<file path="src/rtl/uart_rx_io.sv">
// 8N1 UART receiver feeding a first-word-fall-through FIFO with sticky error flags.
// Define UART_RX_PARITY_EN to expect one even-parity bit between the data and stop bits.
module uart_rx_io #(
  parameter int CLK_FREQ_HZ = 100000000,
  parameter int BAUD_RATE   = 1000000,
  parameter int FIFO_DEPTH  = 4
) (
  input  logic       clk,
  input  logic       resetn,
  input  logic       i_uart_rx,
  output logic [7:0] o_data,
  output logic       o_valid,
  input  logic       i_ready,
  input  logic       i_clr,
  output logic       o_overrun,
  output logic       o_frame_err,
  output logic       o_parity_err,
  output logic       o_busy
);

  localparam int DIV = CLK_FREQ_HZ / BAUD_RATE;
  localparam int CW  = (DIV > 1) ? $clog2(DIV) : 1;
  localparam int AW  = (FIFO_DEPTH > 1) ? $clog2(FIFO_DEPTH) : 1;
  localparam logic [CW-1:0] CNT_HALF = CW'(DIV / 2 - 1);
  localparam logic [CW-1:0] CNT_FULL = CW'(DIV - 1);
  localparam logic [AW:0]   DEPTH_C  = (AW + 1)'(FIFO_DEPTH);

  generate
    if (DIV < 4) begin : g_div_chk
      $error("uart_rx_io: CLK_FREQ_HZ/BAUD_RATE must be >= 4");
    end
    if (FIFO_DEPTH < 2 || (FIFO_DEPTH & (FIFO_DEPTH - 1)) != 0) begin : g_depth_chk
      $error("uart_rx_io: FIFO_DEPTH must be a power of two >= 2");
    end
  endgenerate

  typedef enum logic [2:0] {
    S_IDLE,
    S_START,
    S_DATA,
`ifdef UART_RX_PARITY_EN
    S_PARITY,
`endif
    S_STOP,
    S_WAIT_IDLE
  } state_t;

  logic          rx_meta_q, rx_sync_q, rx_prev_q, rx_fall;
  state_t        state_q, state_d;
  logic [CW-1:0] cnt_q, cnt_d;
  logic [2:0]    idx_q, idx_d;
  logic [7:0]    shreg_q, shreg_d;
  logic          cnt_zero, push, frame_set;
`ifdef UART_RX_PARITY_EN
  logic          par_bad_q, par_bad_d, parity_set, parity_q;
`endif

  // Flops preset to idle-high so reset never fakes a start edge.
  always_ff @(posedge clk) begin
    if (!resetn) begin
      rx_meta_q <= 1'b1;
      rx_sync_q <= 1'b1;
      rx_prev_q <= 1'b1;
    end else begin
      rx_meta_q <= i_uart_rx;
      rx_sync_q <= rx_meta_q;
      rx_prev_q <= rx_sync_q;
    end
  end

  assign rx_fall  = rx_prev_q & ~rx_sync_q;
  assign cnt_zero = (cnt_q == '0);

  always_ff @(posedge clk) begin
    if (!resetn) begin
      state_q   <= S_IDLE;
      cnt_q     <= '0;
      idx_q     <= '0;
      shreg_q   <= '0;
`ifdef UART_RX_PARITY_EN
      par_bad_q <= 1'b0;
`endif
    end else begin
      state_q   <= state_d;
      cnt_q     <= cnt_d;
      idx_q     <= idx_d;
      shreg_q   <= shreg_d;
`ifdef UART_RX_PARITY_EN
      par_bad_q <= par_bad_d;
`endif
    end
  end

  always_comb begin
    state_d    = state_q;
    cnt_d      = cnt_q;
    idx_d      = idx_q;
    shreg_d    = shreg_q;
    push       = 1'b0;
    frame_set  = 1'b0;
`ifdef UART_RX_PARITY_EN
    par_bad_d  = par_bad_q;
    parity_set = 1'b0;
`endif
    if (state_q != S_IDLE && !cnt_zero) cnt_d = cnt_q - 1'b1;
    case (state_q)
      S_IDLE: begin
        if (rx_fall) begin
          cnt_d   = CNT_HALF;
          state_d = S_START;
        end
      end
      S_START: begin
        if (cnt_zero) begin
          if (!rx_sync_q) begin
            cnt_d   = CNT_FULL;
            idx_d   = '0;
            state_d = S_DATA;
          end else begin
            state_d = S_IDLE;
          end
        end
      end
      S_DATA: begin
        if (cnt_zero) begin
          shreg_d = {rx_sync_q, shreg_q[7:1]};
          idx_d   = idx_q + 1'b1;
          cnt_d   = CNT_FULL;
          if (idx_q == 3'd7) begin
`ifdef UART_RX_PARITY_EN
            state_d = S_PARITY;
`else
            state_d = S_STOP;
`endif
          end
        end
      end
`ifdef UART_RX_PARITY_EN
      S_PARITY: begin
        if (cnt_zero) begin
          par_bad_d = rx_sync_q ^ (^shreg_q);
          cnt_d     = CNT_FULL;
          state_d   = S_STOP;
        end
      end
`endif
      S_STOP: begin
        if (cnt_zero) begin
          if (rx_sync_q) begin
            state_d = S_IDLE;
`ifdef UART_RX_PARITY_EN
            parity_set = par_bad_q;
            push       = ~par_bad_q;
`else
            push = 1'b1;
`endif
          end else begin
            frame_set = 1'b1;
`ifdef UART_RX_PARITY_EN
            parity_set = par_bad_q;
`endif
            state_d = S_WAIT_IDLE;
          end
        end
      end
      S_WAIT_IDLE: begin
        if (rx_sync_q) state_d = S_IDLE;
      end
      default: state_d = S_IDLE;
    endcase
  end

  always_comb begin
    o_busy = (state_q != S_IDLE);
  end

  logic [7:0]    mem_q [FIFO_DEPTH];
  logic [AW-1:0] wr_q, rd_q;
  logic [AW:0]   fcnt_q;
  logic          full, pop, do_push, overrun_set;
  logic          overrun_q, frame_q;

  assign full        = (fcnt_q == DEPTH_C);
  assign o_valid     = (fcnt_q != '0);
  assign pop         = o_valid & i_ready;
  // A pop on the same edge frees the slot, so a full FIFO can still accept.
  assign do_push     = push & (~full | pop);
  assign overrun_set = push & full & ~pop;
  assign o_data      = o_valid ? mem_q[rd_q] : 8'h00;

  always_ff @(posedge clk) begin
    if (do_push) mem_q[wr_q] <= shreg_q;
  end

  always_ff @(posedge clk) begin
    if (!resetn) begin
      wr_q   <= '0;
      rd_q   <= '0;
      fcnt_q <= '0;
    end else begin
      if (do_push) wr_q <= wr_q + 1'b1;
      if (pop)     rd_q <= rd_q + 1'b1;
      case ({do_push, pop})
        2'b10:   fcnt_q <= fcnt_q + 1'b1;
        2'b01:   fcnt_q <= fcnt_q - 1'b1;
        default: fcnt_q <= fcnt_q;
      endcase
    end
  end

  // New errors win over a simultaneous clear.
  always_ff @(posedge clk) begin
    if (!resetn) begin
      overrun_q <= 1'b0;
      frame_q   <= 1'b0;
`ifdef UART_RX_PARITY_EN
      parity_q  <= 1'b0;
`endif
    end else begin
      overrun_q <= overrun_set | (overrun_q & ~i_clr);
      frame_q   <= frame_set | (frame_q & ~i_clr);
`ifdef UART_RX_PARITY_EN
      parity_q  <= parity_set | (parity_q & ~i_clr);
`endif
    end
  end

  assign o_overrun   = overrun_q;
  assign o_frame_err = frame_q;
`ifdef UART_RX_PARITY_EN
  assign o_parity_err = parity_q;
`else
  assign o_parity_err = 1'b0;
`endif

endmodule

</file>
<file path="config.mk">
export PLATFORM = sky130hd
export DESIGN_NAME = uart_rx_io
export DESIGN_NICKNAME = d
export VERILOG_FILES = /design/src/rtl/uart_rx_io.sv
export SDC_FILE = /design/constraint.sdc
export NUM_CORES = 1
export LEC_CHECK = 0
export ABC_AREA = 1
export CAP_MARGIN = 5
export CORE_AREA = 3 3 80 82
export DETAILED_ROUTE_END_ITERATION = 6
export DIE_AREA = 0 0 83 85
export MAX_ROUTING_LAYER = met4
export PLACE_DENSITY = 0.7
export SETUP_SLACK_MARGIN = 0.1
export SYNTH_ARGS = -nofsm -noshare
export SYNTH_HDL_FRONTEND = slang
export SYNTH_SLANG_ARGS = --single-unit
</file>
<file path="constraint.sdc">
create_clock -name clk -period 1.7 [get_ports clk]
set_input_delay 0.34 -clock clk [delete_from_list [all_inputs] [get_ports clk]]
set_output_delay 0.34 -clock clk [all_outputs]
set_load 0.03 [all_outputs]
</file>
# Yosys cells after proc, flatten, opt, wreduce, memory -nomap -nowiden
# Memory sizes are Yosys's and may differ from the RTL's. A register that Yosys moved wholly into a read port is not among the register bits.
# Index checks and enable logic that the tools add are counted.
dict set report word_totals {
  register_bits 33
  ram_bits 32
  output_inout_bits 13
  elab_cells 90
  memories 1
}
dict set report op_classes {
  addsub 6
  eq_ne 15
  mux 31
  bitwise 14
  reduce_logical 11
}
# memory depth width rd rd_clocked_by_memory_dff wr line_no
set mem_list {}
lappend mem_list {mem_q 4 8 1 1 1 177} ;# logic [7:0] mem_q [FIFO_DEPTH];
# operator count
set op_table {}
lappend op_table {{$mux W7} 5}
lappend op_table {{$mux W3} 10}
lappend op_table {{$pmux W7 S3} 1}
lappend op_table {{$pmux W3 S5} 1}
lappend op_table {{$ne A2 B2 Y1 const B} 7}
lappend op_table {{$pmux W3 S2} 2}
lappend op_table {{$eq A3 B3 Y1 const B} 3}
lappend op_table {{$mux W1} 8}
lappend op_table {{$mux W8} 1}
lappend op_table {{$and A1 B1 Y1} 7}
lappend op_table {{$logic_not A7 Y1} 1}
lappend op_table {{$sub A7 B1 Y7 const B} 1}
lappend op_table {{$add A3 B1 Y3 const B} 2}
lappend op_table {{$eq A3 B2 Y1 const B} 2}
lappend op_table {{$mux W2} 3}
lappend op_table {{$reduce_and A6 Y1} 1}
lappend op_table {{$reduce_bool A3 Y1} 2}
lappend op_table {{$add A2 B1 Y2 const B} 2}
lappend op_table {{$not A1 Y1} 4}
lappend op_table {{$reduce_and A4 Y1} 1}
lappend op_table {{$reduce_bool A2 Y1} 2}
lappend op_table {{$eq A3 B1 Y1 const B} 1}
lappend op_table {{$logic_not A3 Y1} 1}
lappend op_table {{$or A1 B1 Y1} 3}
lappend op_table {{6 further kinds} 6}

# Depth between registers and ports, before layout
# Gate-level depths: netlist of run 1.
dict set report logic_depth {
  word_depth 7
  mapped_depth 12
}

# Least setup slack after synthesis of run 1
# Ideal clock, no wire load.
dict set report synth_path {
  kind {register to register}
  start {reg cnt_q[0]}
  end {mem mem_q[0][0] (enable)}
  arrival_time_ps 1449
  slack_ps -120
  path_stages_with_launch 9
  n_path_buf 0
  cell_sequence {dfxtp_1 -> inv_1 -> ha_1 -> inv_1 -> nor2_4 -> nand3_4 -> nor2_4 -> nand2_4 -> nor2_1}
}
dict set report synth_between {
  elab_chain_cells 6
}
# item line_no
set synth_rtl {}
lappend synth_rtl {{from (decl)} 50} ;# logic [CW-1:0] cnt_q, cnt_d;
lappend synth_rtl {{from (signal assigned)} 85} ;# cnt_q <= cnt_d;
lappend synth_rtl {{$logic_not A7 Y1} 72} ;# assign cnt_zero = (cnt_q == '0);
lappend synth_rtl {{$mux W1} 148} ;# if (cnt_zero) begin
lappend synth_rtl {{$mux W1} 106} ;# case (state_q)
lappend synth_rtl {{$and A1 B1 Y1} 187} ;# assign do_push = push & (~full | pop);
lappend synth_rtl {{$mux W1} 192} ;# if (do_push) mem_q[wr_q] <= shreg_q;
lappend synth_rtl {{$mux W1 (implied by the code)} 192}
lappend synth_rtl {{to (decl)} 177}
# No other way between the ends.

==> results.py, run 1 <==
metrics = {
    "detailed_routing": {
        "firstDrtPassIters": 4,
        "vias": 2295,
        "wl_met2_um": 3008,
        "viasPerCell": 5.111,
        "wirelength_um": 6034,
        "routed-wl-met3_um": 145,
        "wire_per_inst_um": 13.44,
        "top_layer": "met4",
        "first_iter_violations": 116,
        "drc": 0,
        "wl_met1_um": 2744,
        "drt.antenna.violating_nets": 0,
    },
    "global_routing": {
        "grt_pass1_wl_um": 10270,
        "grt_max_degree": 17,
        "grt_pass1_vias": 2227,
        "track_usage_pct": 18.70,
        "grt_antenna_before_repair": 0,
        "overflow": 0,
    },
    "die": {
        "ios": 18,
        "die_y_um": 85,
        "start_util_pct": 51.87,
        "fp.dieW_um": 83,
        "dieArea_mm2": 0.007055,
        "rows": 28,
        "core_region_area_mm2": 0.005816,
    },
    "finish": {
        "fillers": 467,
        "final_common_cell": "nor2_1",
        "antenna_cells": 0,
        "drive_gt1_share_pct": 33.16,
        "postLayoutCellArea_mm2": 0.003892,
        "syn_to_final_growth_pct": 29.03,
        "num-nets-final": 383,
        "layout_common_cells": "61 x nor2_1, 32 x edfxtp_1, 27 x buf_4, 26 x dfxtp_1, 21 x nand2_1",
    },
    "worst_setup_path": {
        "cp_max_fo": 6,
        "crit_type": "flop to primary output",
        "cp.arrival_ns": 1.47,
        "crit_required_ns": 1.36,
        "cp_slowest_cell": "dfxtp_4",
        "max_stage_delay_ns": 0.41,
        "worst_path_most_repeated_cell": "nor2_1",
        "start_kind": "flop",
        "cp-end-kind": "primary output",
        "path_cells": "clkbuf_16 -> nor2_1 -> nor2_1 -> o21ai_0 -> a21oi_2 -> buf_6",
    },
    "pwr": {
        "p_per_area_mw_per_mm2": 1709,
        "power_leakage_nw": 1.630,
        "vdd_drop_max_mv": 0.9391,
        "finalPower_w": 0.006652,
    },
    "clocking": {
        "htree_levels": 3,
        "cts_tree": "built",
        "clk_path_buf_depth": 2,
        "insertion_delay_ns": 0.34,
        "numClockSinks": 67,
        "numCtsBuffers": 9,
        "cts_root_buf": "clkbuf_8",
        "clkTransAtPathRegs_ns": 0.08,
    },
    "yosys": {
        "ys.flop_type": "dfxtp_1",
        "syn_inst": 320,
        "async_flop_share_pct": 0,
        "synth.avg_cell_area_um2": 9.427,
        "synth_cell_types": 42,
        "synth_nets": 334,
        "yosysWarningCount": 0,
        "synth-edff-count": 32,
        "ys_seq_area_share_pct": 55.08,
        "syn-cell-area_mm2": 0.003017,
        "synth-seq-cells": 67,
    },
    "placed_design": {
        "io_buffers": 16,
        "gp_congestion": 0.9125,
        "place_area_mm2": 0.003485,
        "dpl.hpwl_um": 4197,
    },
    "timing": {
        "skew_ns": 0.01196,
        "fin_crit_ns": 1.808,
        "report.final.slew_viol_count": 0,
        "fin_crit_sh_pct": 106.4,
        "rsz0062_at_grt": "true",
        "setup_violations": 8,
        "layout_setup_ws_ns": -0.1084,
        "fmax_ghz": 0.5530,
        "hold_viol": 0,
    },
    "min_path": {
        "worstHoldPathType": "flop to flop",
    },
    "outcome": {
        "status": "finished, violations left",
        "failed_checks": "setup timing",
    },
    "job": {
        "maxCapViolations": 0,
    },
}
## worst max-delay path: cells and delay by family, from the launching register on
family          cells  cell delay, ns
buf+inv             2            0.30
simple gates        2            0.13
flops               1            0.41
compound gates      2            0.30
## what timing repair did
item	CTS	global route
buffers inserted	4	3
cloned	0	1
hold buffers	0	0
gates resized for setup	33	13
pin swaps	12	9
setup endpoints to repair	45	44
## where the power goes
part	total, W	internal, W	switching [W]
combinational	0.00300	0.00129	0.00170
sequential	0.00207	0.00188	0.000194
clock	0.00158	0.000958	0.000626
## kinds of logic after synthesis
| kind of cell | Yosys count | synth area share (%) |
|---|---|---|
| buf+inv | 40 | 5.807 |
| flops | 67 | 55.08 |
| fa+ha+maj | 9 | 3.982 |
| simple gates | 141 | 23.27 |
| other cells | 1 | 0.1243 |
| xor+xnor | 4 | 1.162 |
| compound gates | 58 | 10.58 |
## stage by stage
stage          worst slack (ns)  instances  util, %  TNS, ns  hold WS, ns
4_1_cts                -0.05785        445    65.75  -0.4055       0.4513
6_report                -0.1084        449    66.93  -0.4014       0.4386
3_3_place_gp            -0.1553        425    59.92   -1.424       0.4253
5_1_grt                 -0.1845        449    66.93   -1.170       0.4683
2_1_floorplan           0.04765        320        -        0       0.3925
3_5_place_dp            -0.2273        425    59.92   -1.916       0.4232
## synthesized netlist by cell type (2+ instances only)
cell      number  area (µm²)
nand2_1       23       86.33
nand2_4        2       22.52
o21ai_1        9       45.04
ha_1           8       100.1
xor2_1         2       17.52
buf_2          3       15.01
a21oi_1       20       100.1
clkbuf_1       2       7.510
nor2_2         4       25.02
buf_6          2       22.52
nand3_2        3       30.03
edfxtp_1      32       960.9
a31oi_1        2       12.51
inv_2          3       11.26
inv_1         27       101.4
nand3_1       18       90.09
dfxtp_1       35       700.7
xnor2_1        2       17.52
nand2_2        7       43.79
or2_2          2       12.51
nor2_1        66       247.7
nand4_1        5       31.28
o21ai_0       20       100.1
nor2_4         5       56.30
## per-layer routing
layer	vias to the layer above	global-route usage, %
met5	-	-
met4	0	8.470
met1	1074	22.84
met2	39	30.54
li1	1170	-
met3	12	3.204
## path summary, 6_finish.rpt
path | startpoint | to | slack, ns | cells after the start
setup / recovery | flop | o_data[7] | -0.11 | 6
setup reg to reg | cnt_q[0] | fcnt_q[2] | 0.10 | 11
hold / removal | rx_meta_q | rx_sync_q | 0.44 | 1
hold reg to reg | rx_meta_q | rx_sync_q | 0.44 | 1
## area by class of cell
class,instances,area [µm²],share of cell area (%)
flip-flops and latches,67,1678,43.11
clock buffers,11,162.7,4.179
repair buffers,47,446.7,11.48
well taps,75,93.84,2.411
multi-input cells,213,1301,33.43
inverters,31,127.6,3.279
clock inverters,5,82.58,2.122
## flip-flops by register name, summed over array words and instances (netlist names), named ones only
signal and cells:
rd_q 2, rx_sync_q 1, rx_prev_q 1, state_q 3, o_overrun 1, rx_meta_q 1
o_frame_err 1, cnt_q 7, fcnt_q 3, wr_q 2, shreg_q 8, mem_q 32
idx_q 3
Note: power is estimated with default switching activity, not from simulation.
==> run 2, diff against run 1 <==
CORE_AREA = 2 2 79 81   (was 3 3 80 82)
DIE_AREA = 0 0 81 83   (was 0 0 83 85)
HOLD_SLACK_MARGIN = 0.06   (was unset)
==> run 2 against run 1 <==
Register-to-register slack got worse by 0.02 ns. The run still ends with setup timing left. Critical path type unchanged. Combinational power rose by 1%. Clock power fell by 21%. Core utilization fell by 0.67 points. Critical endpoint is now o_data[2]. Largest cell class unchanged.
==> results.py, run 2 (same netlist as run 1, synthesis figures left out) <==
metrics = {
    "outcome": {
        "status": "finished, violations left",
        "failed_checks": "setup timing",
    },
    "die": {
        "dieArea_mm2": 0.006723,
        "core_region_area_mm2": 0.005816,
        "fp.dieW_um": 81,
        "rows": 28,
        "die_y_um": 83,
        "start_util_pct": 51.87,
        "ios": 18,
    },
    "finish": {
        "regArea_mm2": 0.001678,
        "drive_gt1_share_pct": 34.31,
        "reg.largest.list": "mem_q (32), shreg_q (8), cnt_q (7)",
        "final_common_cell": "nor2_1",
        "multi_input_area_mm2": 0.001334,
        "num-nets-final": 385,
        "antenna_cells": 0,
        "syn_to_final_growth_pct": 27.75,
        "largest_register_ffs": 32,
        "layout_common_cells": "58 x nor2_1, 32 x edfxtp_1, 29 x buf_4, 24 x dfxtp_1, 21 x nand2_1",
        "fillers": 471,
        "regMostFlops": "mem_q",
        "final_util_pct": 66.27,
    },
    "global_routing": {
        "overflow": 0,
        "grt_antenna_before_repair": 0,
        "grt_max_degree": 17,
        "track_usage_pct": 20.10,
        "grt_pass1_vias": 2203,
        "grt_pass1_wl_um": 10160,
    },
    "detailed_routing": {
        "drc": 0,
        "viasPerCell": 4.982,
        "firstDrtPassIters": 4,
        "wire_per_inst_um": 12.95,
        "drt.antenna.violating_nets": 0,
        "wirelength_um": 5840,
        "vias": 2247,
        "first_iter_violations": 148,
    },
    "clocking": {
        "clk_path_buf_depth": 2,
        "clkTransAtPathRegs_ns": 0.07,
        "htree_levels": 3,
        "cts_tree": "built",
        "ctsHoldBuffers": 0,
        "insertion_delay_ns": 0.34,
        "cts_root_buf": "clkbuf_8",
        "numCtsBuffers": 9,
        "numClockSinks": 67,
    },
    "placed_design": {
        "io_buffers": 16,
        "gp_congestion": 0.9271,
        "dpl.hpwl_um": 4090,
    },
    "timing": {
        "setup_violations": 5,
        "setup_tns_ns": -0.05465,
        "layout_setup_ws_ns": -0.02772,
        "rsz0062_at_grt": "true",
        "fin_crit_ns": 1.728,
        "hold_viol": 0,
        "fmax_ghz": 0.5788,
        "skew_ns": 0.007175,
        "fin_crit_sh_pct": 101.6,
        "report.final.slew_viol_count": 0,
    },
    "pwr": {
        "p_per_area_mw_per_mm2": 1650,
        "vdd_drop_max_mv": 1.178,
        "power_leakage_nw": 1.600,
    },
    "worst_setup_path": {
        "crit_type": "flop to primary output",
        "r2r_start": "cnt_q[1]",
        "crit_end": "o_data[2]",
        "rr_worst_depth": 9,
        "crit_required_ns": 1.36,
        "r2r_slack_ns": 0.08,
        "start_kind": "flop",
        "r2r-end": "fcnt_q[1]",
        "cp_max_fo": 6,
        "cp-end-kind": "primary output",
        "cp.arrival_ns": 1.39,
    },
    "job": {
        "maxCapViolations": 0,
    },
    "min_path": {
        "worstHoldPathType": "flop to flop",
    },
}
## run 2: cell types whose count changed in the layout (fill, tap and decap cells not counted), sizes merged
cell | before | now
bufinv | 2 | 1
clkbuf | 13 | 12
buf | 38 | 41
clkinv | 3 | 4
## run 2: stage by stage
step / power, W / hold slack (ns) / instances / setup slack [ns] / cell area [µm²]
2_1_floorplan: 0.003922 / 0.3925 / 320 / 0.04765 / 3109
3_3_place_gp: 0.004669 / 0.4053 / 425 / -0.1578 / 3472
3_5_place_dp: 0.004707 / 0.4045 / 425 / -0.1794 / 3472
4_1_cts: 0.006269 / 0.4271 / 451 / -0.03959 / 3799
5_1_grt: 0.006816 / 0.4615 / 451 / -0.1120 / 3854
6_report: 0.006357 / 0.4211 / 451 / -0.02772 / 3854
## run 2: worst min path at each step
| stage | from | end | slack (ns) | cells past startpoint |
|---|---|---|---|---|
| 3_5_place_dp | rx_meta_q | rx_sync_q | 0.40 | 1 |
| 2_1_floorplan | rx_meta_q | rx_sync_q | 0.39 | 1 |
| 5_1_grt | rx_meta_q | rx_sync_q | 0.46 | 1 |
| 3_3_place_gp | rx_meta_q | rx_sync_q | 0.41 | 1 |
| 4_1_cts | rx_meta_q | rx_sync_q | 0.43 | 1 |
| 6_report | rx_meta_q | rx_sync_q | 0.42 | 1 |
## run 2: timing repair
action | in CTS | in global routing
pin swaps | 15 | 7
gates resized for setup | 37 | 21
endpoints found under the setup margin | 47 | 47
gates cloned | 1 | 0
buffers inserted | 9 | 0
## run 2: layout make-up
class / count / share of cell area, %
Sequential cell: 67 / 43.54
Multi-Input combinational cell: 213 / 34.61
Timing Repair Buffer: 49 / 11.30
Clock buffer: 11 / 3.409
Inverter: 31 / 3.312
Tap cell: 75 / 2.435
Clock inverter: 5 / 1.396
## run 2: power by group
group	internal, W	total (W)	switching (W)
clock network	0.000673	0.00125	0.000576
registers	0.00188	0.00207	0.000183
logic	0.00127	0.00304	0.00177
total	0.00383	0.00636	0.00253
## run 2: metal layers
metal | track usage (%) | part of all wire [%]
met5 | - | 0
met4 | 8.629 | 1.9
met3 | 3.261 | 3.1
met2 | 31.86 | 50
met1 | 25.32 | 45
## run 2: worst max-delay path, cell delays in order (launching register included)
cell and delay [ns]:
dfxtp_4 0.38, buf_6 0.12, nor2_1 0.05, nor2_1 0.09, o21ai_0 0.11, a21oi_2 0.14
buf_6 0.14
